### src/rtl/display_arbiter_if.sv
// Display arbiter bus: requester frames in, one arbitrated frame plus grant status out.
// The master side is the set of requesters; the slave side is the arbiter itself.
interface display_arbiter_if #(
  parameter int NUM_REQUESTERS = 4,
  parameter int NUM_DIGITS     = 8
);
  logic [NUM_REQUESTERS-1:0]              request;
  logic [NUM_REQUESTERS*NUM_DIGITS*4-1:0] requestData;
  logic [NUM_REQUESTERS*NUM_DIGITS-1:0]   requestPoints;
  logic [NUM_REQUESTERS-1:0]              grant;
  logic [NUM_DIGITS*4-1:0]                data;
  logic [NUM_DIGITS-1:0]                  pointEnable;
  logic                                   expired;

  modport master (
    output request, requestData, requestPoints,
    input  grant, data, pointEnable, expired
  );

  modport slave (
    input  request, requestData, requestPoints,
    output grant, data, pointEnable, expired
  );
endinterface

### src/rtl/display_arbiter.sv
// Round-robin arbiter that shares one seven-segment display among several
// requesters. An owner keeps the display for at least HOLD_CYCLES while it
// requests; after that it yields as soon as anyone else asks. The owner's
// frame and decimal-point mask are registered so they change on the grant edge.
module display_arbiter #(
  parameter int          NUM_REQUESTERS = 4,
  parameter int          NUM_DIGITS     = 8,
  parameter logic [31:0] HOLD_CYCLES    = 32'd50_000_000
) (
  input logic            clock,
  input logic            reset,
  display_arbiter_if.slave bus
);

  localparam int                IDX_W     = (NUM_REQUESTERS > 1) ? $clog2(NUM_REQUESTERS) : 1;
  localparam int                FRAME_W   = NUM_DIGITS * 4;
  localparam logic [31:0]       HOLD_LAST = HOLD_CYCLES - 32'd1;
  localparam logic [IDX_W-1:0]  LAST_INIT = IDX_W'(NUM_REQUESTERS - 1);

  typedef enum logic [1:0] {IDLE, HOLD, EXPIRED} state_t;

  state_t                    state, stateNext;
  logic [31:0]               holdCount, holdCountNext;
  logic [IDX_W-1:0]          lastOwner, lastOwnerNext;
  logic [NUM_REQUESTERS-1:0] grant_p1, grantNext;
  logic [FRAME_W-1:0]        frame_p1, frameNext;
  logic [NUM_DIGITS-1:0]     points_p1, pointsNext;
  logic [NUM_REQUESTERS-1:0] candidates;
  logic                      winFound;
  logic [IDX_W-1:0]          winIdx;
  logic                      ownerReq;

  // Requester index 'off' positions after base, wrapping modulo NUM_REQUESTERS.
  function automatic logic [IDX_W-1:0] rrIndex(input logic [IDX_W-1:0] base, input int off);
    int sum;
    sum = int'(base) + off;
    if (sum >= NUM_REQUESTERS) sum = sum - NUM_REQUESTERS;
    return IDX_W'(sum);
  endfunction

  // Saturating increment so a very long ownership never wraps the counter.
  function automatic logic [31:0] satInc(input logic [31:0] v);
    return (v == 32'hFFFF_FFFF) ? v : v + 32'd1;
  endfunction

  // Round-robin search starting just after lastOwner; the current owner is
  // masked so it can never be picked as its own successor.
  always_comb begin
    candidates = bus.request;
    if (state != IDLE) candidates[lastOwner] = 1'b0;
    winFound = 1'b0;
    winIdx   = lastOwner;
    // Scan farthest-first so the nearest hit is the one that sticks.
    for (int off = NUM_REQUESTERS; off >= 1; off--) begin
      if (candidates[rrIndex(lastOwner, off)]) begin
        winFound = 1'b1;
        winIdx   = rrIndex(lastOwner, off);
      end
    end
  end

  assign ownerReq = bus.request[lastOwner];

  // Next state, hold counter, owner index and the frame to register.
  always_comb begin
    stateNext     = state;
    holdCountNext = holdCount;
    lastOwnerNext = lastOwner;
    unique case (state)
      IDLE: begin
        if (winFound) begin
          stateNext     = HOLD;
          holdCountNext = 32'd0;
          lastOwnerNext = winIdx;
        end
      end
      HOLD: begin
        if (ownerReq) begin
          holdCountNext = satInc(holdCount);
          if (holdCount == HOLD_LAST) stateNext = EXPIRED;
        end else if (winFound) begin
          holdCountNext = 32'd0;
          lastOwnerNext = winIdx;
        end else begin
          stateNext     = IDLE;
          holdCountNext = 32'd0;
        end
      end
      EXPIRED: begin
        if (winFound) begin
          stateNext     = HOLD;
          holdCountNext = 32'd0;
          lastOwnerNext = winIdx;
        end else if (ownerReq) begin
          holdCountNext = satInc(holdCount);
        end else begin
          stateNext     = IDLE;
          holdCountNext = 32'd0;
        end
      end
      default: begin
        stateNext     = IDLE;
        holdCountNext = 32'd0;
      end
    endcase

    grantNext  = '0;
    frameNext  = '0;
    pointsNext = '0;
    if (stateNext != IDLE) begin
      grantNext[lastOwnerNext] = 1'b1;
      frameNext  = bus.requestData[int'(lastOwnerNext)*FRAME_W +: FRAME_W];
      pointsNext = bus.requestPoints[int'(lastOwnerNext)*NUM_DIGITS +: NUM_DIGITS];
    end
  end

  // State, counter and registered display outputs; reset clears everything.
  always_ff @(posedge clock) begin
    if (reset) begin
      state     <= IDLE;
      holdCount <= 32'd0;
      lastOwner <= LAST_INIT;
      grant_p1  <= '0;
      frame_p1  <= '0;
      points_p1 <= '0;
    end else begin
      state     <= stateNext;
      holdCount <= holdCountNext;
      lastOwner <= lastOwnerNext;
      grant_p1  <= grantNext;
      frame_p1  <= frameNext;
      points_p1 <= pointsNext;
    end
  end

  assign bus.grant       = grant_p1;
  assign bus.data        = frame_p1;
  assign bus.pointEnable = points_p1;
  assign bus.expired     = (state == EXPIRED);

endmodule

### src/flat_wrapper.sv
// flat-port wrapper written by rule: the top's interface ports become plain ports
module display_arbiter_flat 
#(
  parameter int          NUM_REQUESTERS = 4,
  parameter int          NUM_DIGITS     = 8,
  parameter logic [31:0] HOLD_CYCLES    = 32'd50_000_000
)
  (clock, reset, bus_request, bus_requestData, bus_requestPoints, bus_grant, bus_data, bus_pointEnable, bus_expired);
  display_arbiter_if #(.NUM_REQUESTERS(NUM_REQUESTERS), .NUM_DIGITS(NUM_DIGITS)) bus_i ();
  input logic clock;
  input logic reset;
  input wire logic [$bits(bus_i.request)-1:0] bus_request;
  input wire logic [$bits(bus_i.requestData)-1:0] bus_requestData;
  input wire logic [$bits(bus_i.requestPoints)-1:0] bus_requestPoints;
  output wire logic [$bits(bus_i.grant)-1:0] bus_grant;
  output wire logic [$bits(bus_i.data)-1:0] bus_data;
  output wire logic [$bits(bus_i.pointEnable)-1:0] bus_pointEnable;
  output wire logic [$bits(bus_i.expired)-1:0] bus_expired;
  assign bus_i.request = bus_request;
  assign bus_i.requestData = bus_requestData;
  assign bus_i.requestPoints = bus_requestPoints;
  assign bus_grant = bus_i.grant;
  assign bus_data = bus_i.data;
  assign bus_pointEnable = bus_i.pointEnable;
  assign bus_expired = bus_i.expired;
  display_arbiter #(.NUM_REQUESTERS(NUM_REQUESTERS), .NUM_DIGITS(NUM_DIGITS), .HOLD_CYCLES(HOLD_CYCLES)) u_core (.clock(clock), .reset(reset), .bus(bus_i));
endmodule
### config.mk
export PLATFORM = sky130hd
export DESIGN_NAME = display_arbiter_flat
export DESIGN_NICKNAME = d
export VERILOG_FILES = /design/src/rtl/display_arbiter_if.sv /design/src/rtl/display_arbiter.sv /design/src/flat_wrapper.sv
export SDC_FILE = /design/constraint.sdc
export NUM_CORES = 1
export LEC_CHECK = 0
export CAP_MARGIN = 20
export CORE_MARGIN = 2
export CORE_UTILIZATION = 39
export DETAILED_ROUTE_END_ITERATION = 10
export GPL_ROUTABILITY_DRIVEN = 0
export GPL_TIMING_DRIVEN = 0
export PLACE_DENSITY_LB_ADDON = 0.15
export SLEW_MARGIN = 0
export SYNTH_ARGS = -nofsm -noshare
export SYNTH_HDL_FRONTEND = slang
export SYNTH_SLANG_ARGS = --single-unit
### constraint.sdc
create_clock -name clock -period 3.3 [get_ports clock]
set_clock_uncertainty 0.15 [all_clocks]
set_input_delay 0.825 -clock clock [delete_from_list [all_inputs] [get_ports clock]]
set_output_delay 0.825 -clock clock [all_outputs]
set_load 0.05 [all_outputs]
# Word level (Yosys, flattened, before mapping)
# Index checks and enable logic that the tools add are counted.
# word_totals
reg_bits,80
in_bits,166
output_inout_bits,45
wordCells,86
# op_classes
addsub,9
n_lt_le_gt_ge,12
n_eq_ne,5
shift,2
muxes,42
bitwise_logic,3
reduce_logical,7
# ops
cell,n
32-bit two-way mux,4
128-bit by 8-bit variable part select with 32-bit output,1
32-bit one-hot mux with 3 select lines,1
32-bit by 1-bit adder with 32-bit output (second input constant),1
32-bit by 26-bit == test with 1-bit output (second input constant),1
32-bit == test (second input constant),1
2-bit two-way mux,16
32-bit by 6-bit variable part select with 8-bit output,1
2-bit by 3-bit < comparator with 1-bit output (second input constant),6
1-bit two-way mux,11
1-bit binary-select mux with 2-bit select,5
3-bit greater-or-equal comparator (second input constant),3
2-bit by 1-bit subtractor with 2-bit output (second input constant),4
2-bit by 2-bit adder with 3-bit output (second input constant),2
2-bit one-hot mux with 3 select lines,1
2-bit by 3-bit adder with 4-bit output (second input constant),1
4-bit bitwise AND,1
1-bit demux with 2-bit select,2
2-bit by 1-bit greater-or-equal comparator with 1-bit output (second input constant),2
4-bit by 3-bit greater-or-equal comparator with 1-bit output (second input constant),1
4-bit two-way mux,1
4-bit inverter,1
2-bit one-hot mux with 2 select lines,1
2-bit nonzero test,2
8 further kinds,10

# Logic depth before layout (Yosys ltp)
# Gate-level depths: netlist of run 1.
# logic_depth
depth_word,20
mapped_depth,12

# Least setup slack after synthesis of run 1
# OpenSTA, ideal clock, no wires.
# synth_path
path_type,register to register
from,register u_core.lastOwner[0]
to,"register u_core.frame_p1[0], in the netlist u_core.bus.data[0]"
setup_time_ns,0.140
arrival_ns,2.645
required_ns,3.010
setup_slack_ns,0.365
path_stages_with_launch,12
n_path_buf,3
period_less_slack_ns,2.935
path_cell_list,dfxtp_1 buf_2 inv_1 ha_1 nor2b_1 o221a_2 a31o_2 o21ai_1 mux2i_1 clkbuf_1 clkbuf_1 a211oi_1
# synth_between
elab_chain_len,19
elab_cells_between_ends,55
# synth_rtl
item,line_no,rtl
start: declaration,display_arbiter.sv:24,"logic [IDX_W-1:0] lastOwner, lastOwnerNext;"
start signal: assignment,display_arbiter.sv:129,lastOwner <= lastOwnerNext;
"parallel branches: the longest is 19 deep, another holds 2-bit by 3-bit adder with 4-bit output",--,
end signal: assignment,display_arbiter.sv:131,frame_p1 <= frameNext;
end: declaration,display_arbiter.sv:26,"logic [FRAME_W-1:0] frame_p1, frameNext;"
# Several ways; the timed one is not identified. The select of a mux whose other input is x is not followed.
# A chain may end at the register's enable or synchronous reset.

# Final worst setup path of run 1
# layout_path
from,input bus_request[2]
to,"register u_core.frame_p1[23], in the netlist u_core.bus.data[23]"
# layout_between
elab_chain_len,14
elab_cells_between_ends,33
# layout_rtl
item,line_no,rtl
start: declaration,flat_wrapper.sv:12,input wire logic [$bits(bus_i.request)-1:0] bus_request;
"parallel branches: the longest is 14 deep, another holds 128-bit by 8-bit variable part select with 32-bit output",--,
# Several ways; the timed one is not identified. The select of a mux whose other input is x is not followed.

==> run summary, run 1 <==
The fraction of final layout cells sized beyond drive strength 1 came out at 14.97%. Static timing analysis puts the maximum clock frequency at 0.3146 GHz. Detailed placement finished with a half-perimeter wire length of 11950 um. Setup violations remaining at the end of the flow were counted as 0. For this design the ratio of total power to cell area is 958.7 nW/um2. The tree is rooted in a clkbuf_16. The area overhead of the layout relative to synthesis is 60.62%, and the worst setup slack after placement is -803.4 ps.

For this run the aggregate overflow at the end of global routing stands at 0. The most used flip-flop cell after synthesis was dfxtp_1. For the final routed database, the setup TNS stands at 0 ps. The via count is 4523, and the combinational power share is 64.4%.

The most common cell in the synthesized netlist is nor2_1. Input and output buffers added on the ports amount to 210. Synthesis inferred 80 register bits. The worst setup path is captured at a register. The total count of hold-check failures in the final report is 0, and the sequential element share of the synthesized area is 35.40%. The final clock period utilization by the worst path was 96.31%. The number of buffers created by CTS was 9.

For the worst setup path, the data arrival time is 3270 ps. The logs give 39.79% for the initial cell density of the core and 2 for the clock tree buffer depth. Dividing the synthesized area by the synthesized cell count gives 9.103 um2.

The run gives 4 as the first-pass iteration count of the detailed router. The vertical die dimension was 111.7 um; the number of violations of the max-capacitance limit was 0. Worst hold-check path type: register to register. Overall power consumption after layout is estimated at 6.967 mW. After routing the design area is 7267 um2.

The power spent charging and discharging nets came out at 3.067 mW. Routed length per instance: 17.41 um. Proportion of synthesized flip-flops having asynchronous set or reset: 0%. The clock latency on the worst-skew pair came out at 330 ps. The post-route antenna net violation count is 0, and the pin count of the biggest net entering global routing is 15.

TritonCTS built the clock tree. In the synthesized netlist, the number of instances is 497. Width of the die: 111.7 um.

Number of global-route vias before repair: 4560. dfxtp_1 takes more of the synthesized area than any other cell. For the core outline area, the log shows 11370 um2. The run gives 0 as the number of antenna diodes.

The logs give 0.0004757 V for the maximum resistive drop on vdd and 211 for the boundary pin count. The number of cells in the finished layout apart from fillers is 871, and the count of clock tree sinks is 80. The first global-routing pass estimated 23810 um of wire.

Per report_power, the sequential group accounts for 18.7% of the total. The worst setup path is of the primary input to register kind. In the post-route analysis, the smallest setup slack over all paths is 121.8 ps. The total number of nets in the final design was 898; the final-report max-slew violation count was 0. When the netlist entered floorplanning its net count stood at 672. The run gives 0 as the number of antenna violations at the first check in global routing. Static leakage: 2.717 nW. For the pin with the worst max-slew slack, the measured transition is 969.3 ps. The H-tree was split into 3 levels. For the placed cell area, the log shows 6805 um2. Sorting the synthesized cells by how often they occur yields nor2_1, dfxtp_1, mux2i_1.

The detailed router finished its first iteration with 176 violations. Along the worst path, the maximum fanout reaches 10. The post-detailed-route DRC marker count is 0, and the post-cts hold buffer count is 0. Synthesis instantiated 50 different standard cells from the library.

Dividing the detail-routed via count by the number of cells gives 5.193. The share of the synthesized area in the top cell type was 35.40%. The logs give 3390 ps for the required time at the worst-slack endpoint and 34.99% for the normalized max-slew margin. The run gives 4524 um2 as the synthesized cell area. The count of flip-flops with a built-in enable after synthesis came out at 0. Summed over all layers, the routed wires come to 15160 um. The die covers 12480 um2. By area the synthesized netlist is led by dfxtp_1, mux2_2, mux2i_1, nor2_1, a211oi_1.

The internal portion of total power was 3.900 mW; the global-route usage over all layers was 23.99%. After clock tree synthesis, the clock-pin slew on the worst setup and hold paths is 60 ps. The part of the total power dissipated in the clock network came out at 16.9%. The run finished with clean final reports.

The Yosys step of the flow raised 0 warnings. The worst setup path is launched from a primary input. In this run switching power makes up 44.03% of total power.

After layout, the minimum clock period comes to 3178 ps. The run gives 39 as the count of standard-cell rows. The number of placed instances, taps included, is 850.
## cell usage in the layout (no fill, tap or decap), drive strengths merged, types with 3 or more instances in the layout
master and instances:
and4 4, xnor2 9, a21oi 5, xor2 21, o21ai 4, clkbuf 26, mux2i 47, mux2 42
nand3 16, ha 9, nor4 5, dfxtp 80, and2 3, and3 4, a22oi 3, clkdlybuf4s50 208
buf 18, a211oi 41, nor2b 6, bufinv 3, nand2 22, nand2b 3, nor2 89, inv 8
nand4 14, nor3 6
## final timing paths
path / start / to / slack (ps) / cells after the start
worst min register to register: u_core.holdCount[15] / u_core.holdCount[15] / 370 / 2
worst max-delay path: bus_request[2] / u_core.bus.data[23] / 120 / 11
worst max register to register: u_core.state[0] / u_core.bus.data[23] / 150 / 13
worst min-delay path: u_core.holdCount[15] / u_core.holdCount[15] / 370 / 2
## kinds of logic (layout without fill, tap and decap cells)
| group | count (synthesis) | after routing | synth area share, % |
|---|---|---|---|
| and+or+nand+nor | 181 | 181 | 18.89 |
| muxes | 89 | 89 | 20.85 |
| DFF | 80 | 80 | 35.40 |
| AOI/OAI and AO/OA | 71 | 71 | 12.20 |
| buffers and inverters | 37 | 268 | 4.369 |
| xor gates and xnor gates | 30 | 30 | 5.808 |
| adders and majority gates | 9 | 9 | 2.489 |
## per-stage QoR
stage,hold WS [ps],util [%]
2_1_floorplan,322.2,-
3_3_place_gp,335.1,59.85
3_5_place_dp,358.0,59.85
4_1_cts,373.5,63.26
5_1_grt,432.0,63.92
6_report,369.0,63.92
## worst max-delay path, stage by stage
cell             delay, ps
clkdlybuf4s50_1        500
and2_1                 230
a22oi_1                270
mux2i_1                170
o21ai_2                200
mux2i_2                240
buf_4                  180
clkbuf_4               200
buf_4                  190
nor2_1                  60
a211oi_1               210
## repair_timing
item                                    in CTS  in global routing
gates resized for setup                     11                 22
pin swaps                                    1                  1
endpoints found under the hold margin        0                  0
endpoints found under the setup margin      45                 75
gates cloned                                 0                  0
buffers inserted                             2                  3
## power by group through the flow
stage / clock network, mW / logic, mW / registers [mW]
2_1_floorplan: 0 / 2.36 / 2.02
3_3_place_gp: 0 / 4.23 / 1.32
3_5_place_dp: 0 / 4.29 / 1.31
4_1_cts: 1.20 / 4.40 / 1.30
5_1_grt: 1.24 / 4.78 / 1.32
6_report: 1.18 / 4.48 / 1.30
## sequential cells by signal (all words and copies together), names as in the netlist
| name | flops |
|---|---|
| u_core.bus.data | 32 |
| u_core.holdCount | 32 |
| u_core.bus.pointEnable | 8 |
| u_core.bus.grant | 4 |
| u_core.lastOwner | 2 |
| u_core.state | 2 |
## per-layer routing
layer / up-vias / wire length (um) / track usage [%]
li1: 2235 / - / -
met1: 2147 / 6369 / 29.44
met4: 0 / 268 / 6.667
met3: 18 / 938 / 7.295
met5: - / 0 / 0
met2: 123 / 7585 / 40.81
## final cells by class
cell class	instances	area, um2
plain buffers	29	197.7
well taps	143	178.9
repair buffers	215	2141
clock buffers	10	239.0
multi-input cells	380	2759
flip-flops and latches	80	1603
inverters	8	33.78
fillers	956	4103
clock inverters	6	115.1
(Power assumes the default switching activity.)
==> run 2: changes to the inputs <==
CTS_BUF_LIST = sky130_fd_sc_hd__clkbuf_4 sky130_fd_sc_hd__clkbuf_8 sky130_fd_sc_hd__clkbuf_16   (was unset)
==> results of run 2 <==
No change in the layout: final DEF, timing and power equal those of run 1.
